===== config.mk =====
export PLATFORM = sky130hd
export DESIGN_NAME = fpu_share_arbiter
export DESIGN_NICKNAME = d
export VERILOG_FILES = /design/src/rtl/fpu_defs.sv /design/src/rtl/fpu_rr_arbiter.sv /design/src/rtl/fpu_share_arbiter.sv
export SDC_FILE = /design/constraint.sdc
export NUM_CORES = 1
export LEC_CHECK = 0
export ABC_AREA = 1
export CAP_MARGIN = 20
export CORE_AREA = 2 2 173 175
export CTS_CLUSTER_DIAMETER = 100
export CTS_CLUSTER_SIZE = 30
export DETAILED_ROUTE_END_ITERATION = 16
export DIE_AREA = 0 0 175 177
export PLACE_DENSITY = 0.57
export SETUP_SLACK_MARGIN = 0.4
export SLEW_MARGIN = 20
export SYNTH_ARGS = -nofsm -noshare
export SYNTH_HDL_FRONTEND = slang
export SYNTH_SLANG_ARGS = --single-unit
export TNS_END_PERCENT = 1

===== constraint.sdc =====
create_clock -name Clk_CI -period 4.18 [get_ports Clk_CI]
set_input_delay 1.254 -clock Clk_CI [delete_from_list [all_inputs] [get_ports Clk_CI]]
set_output_delay 1.254 -clock Clk_CI [all_outputs]
set_load 0.01 [all_outputs]

===== src/rtl/fpu_defs.sv =====
// rtl/fpu_defs.sv - shared FPU widths, flag indices and arbiter ID-pipeline type
package fpu_defs;

   localparam int C_FPU01_OP    = 32;
   localparam int C_FPU01_CMD   = 4;
   localparam int C_FPU01_RM    = 2;
   localparam int C_FPU01_FLAGS = 6;

   // Flags bus ordering is {OF,UF,Zero,IX,IV,Inf}, MSB first
   localparam int C_FPU01_FLAG_OF   = 5;
   localparam int C_FPU01_FLAG_UF   = 4;
   localparam int C_FPU01_FLAG_ZERO = 3;
   localparam int C_FPU01_FLAG_IX   = 2;
   localparam int C_FPU01_FLAG_IV   = 1;
   localparam int C_FPU01_FLAG_INF  = 0;

   typedef enum logic [C_FPU01_CMD-1:0] {
      FPU_CMD_ADD = 4'd0,
      FPU_CMD_SUB = 4'd1,
      FPU_CMD_MUL = 4'd2,
      FPU_CMD_DIV = 4'd3
   } fpu_cmd_e;

   // id is sized for the 16-requester maximum regardless of NUM_REQ
   typedef struct packed {
      logic       valid;
      logic [3:0] id;
   } fpu_arb_id_t;

endpackage


===== src/rtl/fpu_rr_arbiter.sv =====
// rtl/fpu_rr_arbiter.sv - combinational round-robin pick starting at ptr
module fpu_rr_arbiter #(
   parameter int NUM_REQ = 4,
   parameter int ID_W    = (NUM_REQ > 1) ? $clog2(NUM_REQ) : 1
) (
   input  logic [NUM_REQ-1:0] req,
   input  logic [ID_W-1:0]    ptr,
   output logic [NUM_REQ-1:0] gnt,
   output logic [ID_W-1:0]    winner,
   output logic               any
);

   logic [ID_W-1:0] idx;

   always_comb begin
      gnt    = '0;
      winner = '0;
      any    = 1'b0;
      idx    = '0;
      for (int k = 0; k < NUM_REQ; k++) begin
         idx = ID_W'((int'(ptr) + k) % NUM_REQ);
         if (!any && req[idx]) begin
            any      = 1'b1;
            gnt[idx] = 1'b1;
            winner   = idx;
         end
      end
   end

endmodule


===== src/rtl/fpu_share_arbiter.sv =====
// rtl/fpu_share_arbiter.sv - shares one fpu_core among NUM_REQ requesters; FPU_ARB_RESP_REG_EN registers the response
module fpu_share_arbiter
   import fpu_defs::*;
#(
   parameter int NUM_REQ     = 4,
   parameter int FPU_LATENCY = 1
) (
   input  logic                            Clk_CI,
   input  logic                            Rst_RI,
   input  logic [NUM_REQ-1:0]              Req_SI,
   output logic [NUM_REQ-1:0]              Gnt_SO,
   input  logic [NUM_REQ*C_FPU01_OP-1:0]   Operand_a_DI,
   input  logic [NUM_REQ*C_FPU01_OP-1:0]   Operand_b_DI,
   input  logic [NUM_REQ*C_FPU01_CMD-1:0]  OP_SI,
   input  logic [NUM_REQ*C_FPU01_RM-1:0]   RM_SI,
   output logic                            FpuEnable_SO,
   output logic [C_FPU01_OP-1:0]           FpuOperand_a_DO,
   output logic [C_FPU01_OP-1:0]           FpuOperand_b_DO,
   output logic [C_FPU01_CMD-1:0]          FpuOP_SO,
   output logic [C_FPU01_RM-1:0]           FpuRM_SO,
   input  logic [C_FPU01_OP-1:0]           FpuResult_DI,
   input  logic                            FpuValid_SI,
   input  logic [C_FPU01_FLAGS-1:0]        FpuFlags_DI,
   output logic [NUM_REQ-1:0]              RespValid_SO,
   output logic [C_FPU01_OP-1:0]           Result_DO,
   output logic [C_FPU01_FLAGS-1:0]        Flags_DO,
   output logic                            IdErr_SO
);

   localparam int ID_W = (NUM_REQ > 1) ? $clog2(NUM_REQ) : 1;

   logic [ID_W-1:0]    ptr;
   logic [NUM_REQ-1:0] req_live;
   logic [ID_W-1:0]    winner;
   logic               any;
   fpu_arb_id_t        pipe [FPU_LATENCY];
   fpu_arb_id_t        tail;
   logic [NUM_REQ-1:0] resp_now;
   logic               id_err;

   // Requests are masked while reset is held so the grant follows the zeroed state
   assign req_live = Req_SI & {NUM_REQ{~Rst_RI}};

   fpu_rr_arbiter #(
      .NUM_REQ (NUM_REQ),
      .ID_W    (ID_W)
   ) u_rr (
      .req    (req_live),
      .ptr    (ptr),
      .gnt    (Gnt_SO),
      .winner (winner),
      .any    (any)
   );

   assign FpuEnable_SO = any;

   always_comb begin
      FpuOperand_a_DO = '0;
      FpuOperand_b_DO = '0;
      FpuOP_SO        = '0;
      FpuRM_SO        = '0;
      if (any) begin
         FpuOperand_a_DO = Operand_a_DI[int'(winner)*C_FPU01_OP  +: C_FPU01_OP];
         FpuOperand_b_DO = Operand_b_DI[int'(winner)*C_FPU01_OP  +: C_FPU01_OP];
         FpuOP_SO        = OP_SI[int'(winner)*C_FPU01_CMD +: C_FPU01_CMD];
         FpuRM_SO        = RM_SI[int'(winner)*C_FPU01_RM  +: C_FPU01_RM];
      end
   end

   always_ff @(posedge Clk_CI or posedge Rst_RI) begin
      if (Rst_RI) begin
         ptr <= '0;
      end else if (any) begin
         ptr <= (winner == ID_W'(NUM_REQ - 1)) ? '0 : winner + 1'b1;
      end
   end

   always_ff @(posedge Clk_CI or posedge Rst_RI) begin
      if (Rst_RI) begin
         for (int k = 0; k < FPU_LATENCY; k++) pipe[k] <= '0;
      end else begin
         pipe[0] <= '{valid: any, id: 4'(winner)};
         for (int k = 1; k < FPU_LATENCY; k++) pipe[k] <= pipe[k-1];
      end
   end

   assign tail = pipe[FPU_LATENCY-1];

   always_comb begin
      resp_now = '0;
      for (int i = 0; i < NUM_REQ; i++) begin
         resp_now[i] = tail.valid && (tail.id == 4'(i));
      end
   end

   // Sticky mismatch between the FPU's own valid and the tracked tail
   always_ff @(posedge Clk_CI or posedge Rst_RI) begin
      if (Rst_RI) begin
         id_err <= 1'b0;
      end else if (tail.valid != FpuValid_SI) begin
         id_err <= 1'b1;
      end
   end

   assign IdErr_SO = id_err;

`ifdef FPU_ARB_RESP_REG_EN
   always_ff @(posedge Clk_CI or posedge Rst_RI) begin
      if (Rst_RI) begin
         RespValid_SO <= '0;
         Result_DO    <= '0;
         Flags_DO     <= '0;
      end else begin
         RespValid_SO <= resp_now;
         Result_DO    <= FpuResult_DI;
         Flags_DO     <= FpuFlags_DI;
      end
   end
`else
   assign RespValid_SO = resp_now;
   assign Result_DO    = FpuResult_DI;
   assign Flags_DO     = FpuFlags_DI;
`endif

endmodule


==> results of run 1 <==
==> synthesized netlist by cell type, types with 3 or more instances <==
cell type                    n  area (µm²)
sky130_fd_sc_hd__nand2_1   263       987.2
sky130_fd_sc_hd__inv_1     153       574.3
sky130_fd_sc_hd__nand3_1   108       540.5
sky130_fd_sc_hd__nor2_1     82       307.8
sky130_fd_sc_hd__buf_4      49       367.9
sky130_fd_sc_hd__nand4_1    41       256.5
sky130_fd_sc_hd__a21oi_1    32       160.2
sky130_fd_sc_hd__o21ai_1    30       150.1
sky130_fd_sc_hd__buf_2      29       145.1
sky130_fd_sc_hd__o21ai_0    11       55.05
sky130_fd_sc_hd__clkbuf_1    8       30.03
sky130_fd_sc_hd__ha_1        8       100.1
sky130_fd_sc_hd__buf_6       6       67.56
sky130_fd_sc_hd__dfrtp_1     6       150.1
sky130_fd_sc_hd__buf_1       5       18.77
sky130_fd_sc_hd__nor3_1      5       25.02
sky130_fd_sc_hd__o211ai_1    4       30.03
sky130_fd_sc_hd__a22oi_1     3       22.52
==> cells in the final DEF (no fill, tap or decap), types with 2 or more instances in the layout <==
master and count:
sky130_fd_sc_hd__nand3_4 12, sky130_fd_sc_hd__clkbuf_16 4, sky130_fd_sc_hd__clkdlybuf4s50_1 286, sky130_fd_sc_hd__a21oi_2 30, sky130_fd_sc_hd__nand2_8 4, sky130_fd_sc_hd__nand2_2 34
sky130_fd_sc_hd__nand3_2 16, sky130_fd_sc_hd__nand4_1 41, sky130_fd_sc_hd__ha_1 8, sky130_fd_sc_hd__dfrtp_1 6, sky130_fd_sc_hd__buf_8 6, sky130_fd_sc_hd__inv_6 2
sky130_fd_sc_hd__inv_1 150, sky130_fd_sc_hd__a22oi_1 2, sky130_fd_sc_hd__buf_12 25, sky130_fd_sc_hd__nand2_1 229, sky130_fd_sc_hd__nor2_2 6, sky130_fd_sc_hd__o21ai_1 36
sky130_fd_sc_hd__buf_4 55, sky130_fd_sc_hd__nand3_1 82, sky130_fd_sc_hd__buf_2 68, sky130_fd_sc_hd__o211ai_1 4, sky130_fd_sc_hd__nor3_1 4, sky130_fd_sc_hd__inv_2 2
sky130_fd_sc_hd__buf_16 17, sky130_fd_sc_hd__nor2_1 75, sky130_fd_sc_hd__buf_6 22, sky130_fd_sc_hd__o21ai_0 4
==> tightest hold or removal path: stages, from the launching register on <==
cell	delay, ns
sky130_fd_sc_hd__dfrtp_1	0.33
sky130_fd_sc_hd__a21oi_1	0.04
sky130_fd_sc_hd__o21ai_0	0.06
==> worst paths after layout <==
check	startpoint	end	slack (ns)	cells past startpoint
setup / recovery	Rst_RI	FpuOperand_b_DO[6]	-0.22	17
hold / removal	IdErr_SO	IdErr_SO	0.47	2
setup reg to reg	ptr[0]	ptr[1]	1.45	17
hold reg to reg	IdErr_SO	IdErr_SO	0.47	2
max in group asynchronous	Rst_RI	pipe[0]	2.95	4
min in group asynchronous	Rst_RI	IdErr_SO	1.12	4
==> registers in the layout, summed over array words and instances (netlist names) <==
| register | flops |
|---|---|
| pipe | 3 |
| ptr | 2 |
| IdErr_SO | 1 |
==> area by class of cell <==
type | count | area [µm²] | area share [%]
Timing Repair Buffer | 482 | 4961 | 51.99
Multi-Input combinational cell | 596 | 3242 | 33.97
Timing Repair inverter | 1 | 8.758 | 0.09178
Sequential cell | 6 | 150.1 | 1.573
Clock buffer | 3 | 75.07 | 0.7867
Tap cell | 390 | 488.0 | 5.113
Inverter | 157 | 618.1 | 6.477
==> cell families (layout without fill, tap and decap cells) <==
group	Yosys count	after routing	synth area share (%)
compound gates	81	81	10.43
fa+ha+maj	8	8	2.447
buf+inv	254	643	29.85
flops	6	6	3.670
simple gates	506	507	53.61
==> repair_timing <==
action                                  4_1_cts  5_1_grt
resized for setup                           418       48
hold buffers                                  0        0
pin swaps                                    55       31
buffers inserted                             25        3
endpoints found under the setup margin       75       75
gates cloned                                 17        1
==> through the flow <==
step	setup slack, ns	utilization (%)
2_1_floorplan	0.3974	-
3_3_place_gp	-1.034	29.22
3_5_place_dp	-1.054	29.22
4_1_cts	-0.1905	32.11
5_1_grt	-0.2957	32.63
6_report	-0.2246	32.63
==> power breakdown <==
group | switching (mW) | leakage, nW | internal, mW
Combinational | 6.09 | 4.67 | 5.53
Clock | 0.0290 | 0.0370 | 0.122
Sequential | 0.0153 | 0.0670 | 0.0853
==> layer usage <==
layer  GRT usage, %  up-vias
li1               -     3400
met1          19.78     3049
met2          25.28      301
met3          2.148       40
met4          2.951        0
met5              0        -
==> results.md, run 1 <==
| Metric | Value | Unit |
|---|---|---|
| Largest stage delay, worst path | 0.20 | ns |
| Final Non-Filler Cells | 1,635 | - |
| Metal2 WL | 11,880 | µm |
| Final global-route overflow total | 0 | - |
| First-pass detailed-route iteration total | 5 | - |
| Half-perimeter wire length of the detailed placement result | 17,410 | µm |
| Worst min-delay path class | flop to flop | - |
| Cell family with most CP delay | buffers and inverters | - |
| CTS Sinks | 6 | - |
| Sequential cell area fraction in the yosys report | 3.670 | % |
| Number of antenna violations at the first check in global routing | 0 | - |
| Worst-case vdd ir drop | 559.3 | µV |
| Floorplan die area | 0.03098 | mm² |
| Most used cell along the critical path | sky130_fd_sc_hd__nand2_8 | - |
| Post-route clock period utilization | 105.4 | % |
| Total wirelength of the detailed-routed design | 24,990 | µm |
| Number of buffers created by CTS | 3 | - |
| Max frequency | 227.0 | MHz |
| Total number of vias | 6,790 | - |
| Top layer reached by signal wires | met4 | - |
| Floorplan die height | 177 | µm |
| Total DRC errors in the routed layout | 0 | - |
| Worst path buffer plus inverter count | 7 | - |
| Critical path data arrival time | 3.15 | ns |
| Synthesized netlist net count | 1,188 | - |
| Clock tree from TritonCTS | done | - |
| Largest net degree at the start of global routing | 43 | - |
| GPL Wtd Cong | 0.9203 | - |
| Later-pin clock latency in the skew report | 0.22 | ns |
| Number of global-route vias before repair | 6,441 | - |
| Clk pin slew, worst setup/hold paths | 0.03 | ns |
| Final net count | 1,580 | - |
| Area after DPL | 0.008546 | mm² |
| Initial Util | 13.99 | % |
| Data required time at the worst endpoint | 2.93 | ns |
| Tightest Pin Transition | 0.2374 | ns |
| Post-route antenna net violation count | 0 | - |
| Mean area per synthesized cell | 4.785 | µm² |
| Setup repair after global routing missed its margin | true | - |
| Power per Cell Area | 1244 | mW/mm² |
| Final antenna diode count | 0 | - |
| Die width | 175 | µm |
| Clock root cell | sky130_fd_sc_hd__clkbuf_16 | - |
| Proportion of synthesized flip-flops having asynchronous set or reset | 100.0 | % |
| Hold slack | 0.4666 | ns |
| Post-synth cell types | 26 | - |
| Buffers added on ports | 366 | - |
| Worst-path cell with the longest stage delay | sky130_fd_sc_hd__a21oi_4 | - |
| Fill cell count | 3,161 | - |
| Worst setup EP type | primary output | - |
| Failing checks | negative setup slack | - |
| Post-placement cell count | 1,586 | - |
| Global-route usage over all layers | 14.79 | % |
| Status | complete, but fails checks | - |
| Final setup fails | 70 | - |
| Layout Cell Area excl Fill | 0.009543 | mm² |
| Most frequently used flop master after synthesis | sky130_fd_sc_hd__dfrtp_1 | - |
| Core area | 0.02924 | mm² |
| Share of layout cells above drive strength 1 | 25.30 | % |
| Leak | 4.772 | nW |
| Overall Power | 11.87 | mW |
| Register bit count reported by yosys | 6 | - |
| M1 WL | 10,950 | µm |
| Buffer depth of the longest clock path | 2 | - |
| Cell area after synthesis | 0.004091 | mm² |
| Number of design-rule violations left by the first detailed-router iteration | 341 | - |
| Min Clock Period, post-route | 4.405 | ns |
| Critical Path, Cell by Cell | buf_12 > inv_12 > nand3_4 > nand3_4 > nand2_8 > buf_12 > a21oi_4 > nand2_8 > nand2_8 > buf_8 > buf_8 > buf_16 > nand2_2 > nand2_1 > nand2_1 > a21oi_2 > buf_2 | - |
| Routed vias/inst | 4.153 | - |
| Final Slew Violations | 0 | - |
| Max transition margin | 84.18 | % |
| WL met3 | 1681 | µm |
| Warnings, synthesis | 0 | - |
| Final hold violations | 0 | - |
| Mapped Cells | 855 | - |
| Kind of critical path | primary input to primary output | - |
| Clock Skew | 0.001232 | ns |
| IO Count | 443 | - |
| Setup slack after layout | -0.2246 | ns |
| Startpoint type of the worst setup path | primary input | - |
| Wire length of the first global-routing pass | 36,050 | µm |
| Number of max-capacitance violations reported | 0 | - |
| Biggest fanout along the worst timing path | 7 | - |
| Average wire length per cell after detail routing | 15.28 | µm |
| Total Negative Setup Slacks | -8.838 | ns |
| EDFF count, synth | 0 | - |
| Row count | 63 | - |
| Level count of the clock H-tree | 1 | - |
| Area overhead of the layout relative to synthesis | 133.2 | % |
No activity file was read; power rests on OpenSTA's default activity.
==> inputs of run 2 (changes only) <==
--- a/config.mk
+++ b/config.mk
@@ -13,7 +13,7 @@
 export DETAILED_ROUTE_END_ITERATION = 16
 export DIE_AREA = 0 0 175 177
 export PLACE_DENSITY = 0.57
-export SETUP_SLACK_MARGIN = 0.4
+export SKIP_LAST_GASP = 1
 export SLEW_MARGIN = 20
 export SYNTH_ARGS = -nofsm -noshare
 export SYNTH_HDL_FRONTEND = slang
==> run 2 against run 1 <==
Net effect:
- the run still ends with negative setup slack left
- worst hold slack gained 0.018 ns
- worst setup slack worse by 0.015 ns
- via count is 3.0% higher
- first-iteration DRC count decreased by 23%
- sequential share of layout area is essentially flat
- utilization shrank 0.83 points
- non-clock buffer count is 5 higher
- sequential cell count unchanged
- maximum frequency fell by 0.35%
- critical endpoint is now Gnt_SO[2]
- largest cell class unchanged
==> results.md, run 2 (same netlist as run 1, synthesis figures left out) <==
| Metric | Value | Unit |
|---|---|---|
| Initial Util | 13.99 | % |
| Most common cell after layout, fill and taps aside | sky130_fd_sc_hd__clkdlybuf4s50_1 | - |
| Half-perimeter wire length of the detailed placement result | 19,800 | µm |
| CTS Sinks | 6 | - |
| Failing checks | negative setup slack | - |
| Post-route clock period utilization | 105.7 | % |
| Number of design-rule violations left by the first detailed-router iteration | 263 | - |
| Register bank with the most flops | pipe | - |
| Clock root cell | sky130_fd_sc_hd__clkbuf_16 | - |
| Number of max-capacitance violations reported | 0 | - |
| Most frequent cells in the layout | 291 x sky130_fd_sc_hd__clkdlybuf4s50_1, 247 x sky130_fd_sc_hd__nand2_1, 152 x sky130_fd_sc_hd__inv_1 | - |
| Clock tree from TritonCTS | done | - |
| Total wirelength of the detailed-routed design | 27,860 | µm |
| Final global-route overflow total | 0 | - |
| Layout Cell Area excl Fill | 0.009299 | mm² |
| Switching Share | 52.30 | % |
| Clk pin slew, worst setup/hold paths | 0.03 | ns |
| Post-placement cell count | 1,593 | - |
| Global-route usage over all layers | 16.81 | % |
| Power per Cell Area | 1237 | mW/mm² |
| Fill cell count | 3,196 | - |
| Buffer depth of the longest clock path | 2 | - |
| Worst slack, placed | -1.052 | ns |
| Startpoint type of the worst setup path | primary input | - |
| Fraction of power consumed by combinational cells | 97.8 | % |
| Area overhead of the layout relative to synthesis | 127.3 | % |
| Hold Path Depth | 2 | - |
| Floorplan die height | 177 | µm |
| Post-route antenna net violation count | 0 | - |
| Overall Power | 11.50 | mW |
| Final Slew Violations | 0 | - |
| Hold Buf Count CTS | 0 | - |
| Switch Pwr | 6.015 | mW |
| Hold slack | 0.4848 | ns |
| Final setup fails | 75 | - |
| Sequential share of power | 0.9 | % |
| Worst setup EP type | primary output | - |
| Biggest fanout along the worst timing path | 4 | - |
| First-pass detailed-route iteration total | 5 | - |
| Share of layout cells above drive strength 1 | 21.90 | % |
| Row count | 63 | - |
| Min Clock Period, post-route | 4.420 | ns |
| Final net count | 1,586 | - |
| Clock Skew | 0.0008916 | ns |
| Final hold violations | 0 | - |
| Number of global-route vias before repair | 6,870 | - |
| Share of total power in the clock network | 1.3 | % |
| Largest net degree at the start of global routing | 31 | - |
| Leak | 4.707 | nW |
| GPL Wtd Cong | 0.9204 | - |
| IO Count | 443 | - |
| Setup repair after global routing missed its margin | true | - |
| Setup slack after layout | -0.2399 | ns |
| Max transition margin | 82.07 | % |
| Later-pin clock latency in the skew report | 0.23 | ns |
| Core area | 0.02924 | mm² |
| Number of antenna violations at the first check in global routing | 2 | - |
| Status | complete, but fails checks | - |
| Routed vias/inst | 4.261 | - |
| Area after DPL | 0.008404 | mm² |
| Number of buffers created by CTS | 3 | - |
| Die width | 175 | µm |
| Wire length of the first global-routing pass | 39,960 | µm |
| Critical path data arrival time | 3.17 | ns |
| Max frequency | 226.2 | MHz |
| Level count of the clock H-tree | 1 | - |
| Final Non-Filler Cells | 1,642 | - |
| Total DRC errors in the routed layout | 0 | - |
| Buffers added on ports | 366 | - |
| Total Negative Setup Slacks | -12.55 | ns |
| Worst-case vdd ir drop | 449.4 | µV |
| Kind of critical path | primary input to primary output | - |
| Design internal power | 5.487 | mW |
| Floorplan die area | 0.03098 | mm² |
| Average wire length per cell after detail routing | 16.97 | µm |
| Total number of vias | 6,996 | - |
| Tightest Pin Transition | 0.2689 | ns |
| Util after Layout | 31.80 | % |
| Worst min-delay path class | flop to flop | - |
| R2R depth | 15 | - |
| Data required time at the worst endpoint | 2.93 | ns |
| Max FFs per register | 3 | - |
[run 2: worst paths after layout]
path / start / to / slack, ns
worst max-delay path: Rst_RI / Gnt_SO[2] / -0.24
worst min-delay path: IdErr_SO / IdErr_SO / 0.48
worst max register to register: ptr[0] / ptr[1] / 1.66
worst min register to register: IdErr_SO / IdErr_SO / 0.48
max in group asynchronous: Rst_RI / pipe[4] / 2.80
min in group asynchronous: Rst_RI / ptr[1] / 1.27
[run 2: area by class of cell]
type	instances	area [µm²]	area share (%)
antenna	1	2.502	0.02691
clock buffer	3	75.07	0.8073
inverter	157	611.8	6.580
timing repair inverter	1	7.507	0.08073
multi-input combinational	597	3068	32.99
tap	390	488.0	5.248
sequential	6	150.1	1.615
timing repair buffer	487	4896	52.65
[run 2: what timing repair did]
item / CTS / global route
setup endpoints to repair: 75 / 75
gates resized for setup: 378 / 29
pin swaps: 44 / 12
hold endpoints to repair: 0 / 0
gates cloned: 17 / 0
setup buffers: 24 / 4
[run 2: critical path: stages]
cell,delay [ns]
sky130_fd_sc_hd__buf_8,0.09
sky130_fd_sc_hd__clkinvlp_4,0.14
sky130_fd_sc_hd__nand3_2,0.11
sky130_fd_sc_hd__nand3_2,0.09
sky130_fd_sc_hd__nand2_2,0.10
sky130_fd_sc_hd__buf_6,0.11
sky130_fd_sc_hd__nand4_4,0.16
sky130_fd_sc_hd__buf_4,0.20
sky130_fd_sc_hd__buf_4,0.13
sky130_fd_sc_hd__o2111ai_1,0.19
sky130_fd_sc_hd__clkdlybuf4s50_1,0.59
[run 2: power groups by stage]
stage / sequential [mW] / clock (mW) / combinational, mW
after detailed placement: 0.103 / 0 / 9.69
after CTS: 0.102 / 0.155 / 11.2
after global routing: 0.105 / 0.158 / 12.1
after floorplan: 0.106 / 0 / 4.69
final: 0.102 / 0.154 / 11.2
after global placement: 0.102 / 0 / 9.69
[run 2: layer usage]
layer / vias to the layer above / part of all wire, % / wire length [µm] / track usage, %
met5: - / 0.036 / 10 / 0
met4: 2 / 1.7 / 480 / 3.646
met3: 37 / 9.1 / 2523 / 4.360
met2: 342 / 50 / 13820 / 31.04
met1: 3198 / 40 / 11030 / 19.40
li1: 3417 / - / - / -
==> inputs of run 3 (changes only) <==
--- a/config.mk
+++ b/config.mk
@@ -12,8 +12,8 @@
 export CTS_CLUSTER_SIZE = 30
 export DETAILED_ROUTE_END_ITERATION = 16
 export DIE_AREA = 0 0 175 177
+export GPL_TIMING_DRIVEN = 0
 export PLACE_DENSITY = 0.57
-export SKIP_LAST_GASP = 1
 export SLEW_MARGIN = 20
 export SYNTH_ARGS = -nofsm -noshare
 export SYNTH_HDL_FRONTEND = slang
==> run 3 against run 2 <==
Net effect:
- the run still ends with negative setup slack left
- count of clock-buffer cells in the layout did not move
- via count rose by 3.8%
- sequential cell count did not move
- non-clock buffer count rose by 91
- largest power group unchanged
- first-iteration DRC count fell by 9.1%
- combinational power fell by 4%
- utilization rose by 2.9 points
- cell area rose by 9.0%
- critical path depth rose by 3
- total power fell by 3.3%
- clock skew rose by 0.0028 ns
- maximum frequency fell by 3.2%
==> results.md, run 3 (same netlist as run 1, synthesis figures left out) <==
| Metric | Value | Unit |
|---|---|---|
| Switching Share | 54.98 | % |
| Share of layout cells above drive strength 1 | 27.09 | % |
| Overall Power | 11.12 | mW |
| Total number of vias | 7,259 | - |
| Hold Buf Count CTS | 0 | - |
| Worst setup EP type | primary output | - |
| Total wirelength of the detailed-routed design | 28,930 | µm |
| Biggest fanout along the worst timing path | 6 | - |
| Half-perimeter wire length of the detailed placement result | 22,220 | µm |
| Failing checks | negative setup slack | - |
| Post-route antenna net violation count | 0 | - |
| Max frequency | 219.1 | MHz |
| Max transition margin | 75.61 | % |
| Number of design-rule violations left by the first detailed-router iteration | 239 | - |
| Share of total power in the clock network | 1.4 | % |
| Number of buffers created by CTS | 3 | - |
| Worst-path cell with the longest stage delay | sky130_fd_sc_hd__bufbuf_16 | - |
| Max FFs per register | 3 | - |
| Clk pin slew, worst setup/hold paths | 0.03 | ns |
| Critical Path, Cell by Cell | buf_8 > clkinvlp_4 > nand3_4 > nand3_4 > nand2_8 > nand4_4 > clkinv_4 > nand2_2 > nand2_4 > buf_12 > bufbuf_16 > nand4_1 > nand2_1 > buf_2 | - |
| Startpoint type of the worst setup path | primary input | - |
| Data required time at the worst endpoint | 2.93 | ns |
| Core area | 0.02924 | mm² |
| Number of max-capacitance violations reported | 0 | - |
| Critical path data arrival time | 3.31 | ns |
| Final Non-Filler Cells | 1,731 | - |
| Number of antenna violations at the first check in global routing | 1 | - |
| Buffer depth of the longest clock path | 2 | - |
| Setup repair after global routing missed its margin | true | - |
| Area after DPL | 0.008623 | mm² |
| Most common cell after layout, fill and taps aside | sky130_fd_sc_hd__clkdlybuf4s50_1 | - |
| Final hold violations | 0 | - |
| Sequential share of power | 1.1 | % |
| Layout Cell Area excl Fill | 0.01014 | mm² |
| Final Slew Violations | 0 | - |
| Post-route clock period utilization | 109.2 | % |
| Switch Pwr | 6.113 | mW |
| Die width | 175 | µm |
| Post-placement cell count | 1,649 | - |
| Worst-case vdd ir drop | 463.2 | µV |
| Most frequent cells in the layout | 324 x sky130_fd_sc_hd__clkdlybuf4s50_1, 247 x sky130_fd_sc_hd__nand2_1, 151 x sky130_fd_sc_hd__inv_1 | - |
| Buffers added on ports | 404 | - |
| Final net count | 1,675 | - |
| Wire length of the first global-routing pass | 40,210 | µm |
| Worst min-delay path class | flop to flop | - |
| Average wire length per cell after detail routing | 16.71 | µm |
| Fraction of power consumed by combinational cells | 97.5 | % |
| Power per Cell Area | 1097 | mW/mm² |
| CTS Sinks | 6 | - |
| Total DRC errors in the routed layout | 0 | - |
| Status | complete, but fails checks | - |
| Leak | 5.100 | nW |
| First-pass detailed-route iteration total | 4 | - |
| Row count | 63 | - |
| Design internal power | 5.007 | mW |
| Final setup fails | 72 | - |
| Min Clock Period, post-route | 4.565 | ns |
| Setup slack after layout | -0.3848 | ns |
| Tightest Pin Transition | 0.3655 | ns |
| GPL Wtd Cong | 0.8723 | - |
| Global-route usage over all layers | 16.93 | % |
| Initial Util | 13.99 | % |
| Kind of critical path | primary input to primary output | - |
| Hold slack | 0.5052 | ns |
| Register bank with the most flops | pipe | - |
| Largest stage delay, worst path | 0.27 | ns |
| Clock Skew | 0.003706 | ns |
| Routed vias/inst | 4.194 | - |
| Later-pin clock latency in the skew report | 0.23 | ns |
| Floorplan die area | 0.03098 | mm² |
| Clock root cell | sky130_fd_sc_hd__clkbuf_16 | - |
| Area overhead of the layout relative to synthesis | 147.8 | % |
| Most used cell along the critical path | sky130_fd_sc_hd__nand3_4 | - |
| IO Count | 443 | - |
| Clock tree from TritonCTS | done | - |
| Final global-route overflow total | 0 | - |
| Floorplan die height | 177 | µm |
| Largest net degree at the start of global routing | 12 | - |
| Number of global-route vias before repair | 7,178 | - |
| Level count of the clock H-tree | 1 | - |
[run 3: worst max-delay path, delay by kind of cell]
family | cells | cell delay, ns
buf+inv | 6 | 0.94
simple gates | 8 | 1.10
[run 3: area by class of cell]
cell class	count	area (µm²)
multi-input cells	595	3198
clock buffers	3	75.07
diodes	1	2.502
inverters	157	611.8
flip-flops and latches	6	151.4
plain buffers	96	944.7
repair inverters	1	7.507
repair buffers	482	4658
fillers	3217	19110
well taps	390	488.0
[run 3: metrics by stage]
step | setup slack [ns] | utilization, % | TNS, ns
final | -0.3848 | 34.66 | -20.43
after global routing | -0.4752 | 34.66 | -28.54
after CTS | -0.3306 | 33.21 | -12.47
after detailed placement | -1.940 | 29.49 | -105.76
after global placement | -1.925 | 29.49 | -102.92
after floorplan | 0.1776 | - | 0
[run 3: worst paths after layout]
kind / startpoint / endpoint / slack [ns] / cells after the start
min in group asynchronous: Rst_RI / pipe[0] / 1.23 / 4
max in group asynchronous: Rst_RI / ptr[1] / -0.20 / 40
hold reg to reg: IdErr_SO / IdErr_SO / 0.51 / 2
setup reg to reg: ptr[1] / ptr[1] / 1.25 / 15
setup / recovery: Rst_RI / FpuOperand_b_DO[15] / -0.38 / 14
hold / removal: IdErr_SO / IdErr_SO / 0.51 / 2
[run 3: power by group through the flow]
| stage | Combinational (mW) | Sequential, mW | Clock [mW] |
|---|---|---|---|
| floorplan | 4.69 | 0.106 | 0 |
| global placement | 9.21 | 0.112 | 0 |
| detailed placement | 9.20 | 0.113 | 0 |
| CTS | 10.2 | 0.113 | 0.156 |
| global route | 11.7 | 0.120 | 0.161 |
| finish | 10.8 | 0.119 | 0.154 |
[run 3: timing repair]
item,in CTS,in global routing
pin swaps,42,26
gates resized for setup,446,115
cloned,4,4
buffers inserted,64,12
endpoints found under the setup margin,75,74
[run 3: layer usage]
metal  part of all wire (%)  global-route usage, %  vias to the layer above
met2                     49                  30.42                      349
met4                    3.5                  6.458                        0
met1                     40                  19.90                     3265
met5                      0                      0                        -
met3                    7.5                  3.179                       53
li1                       -                      -                     3592
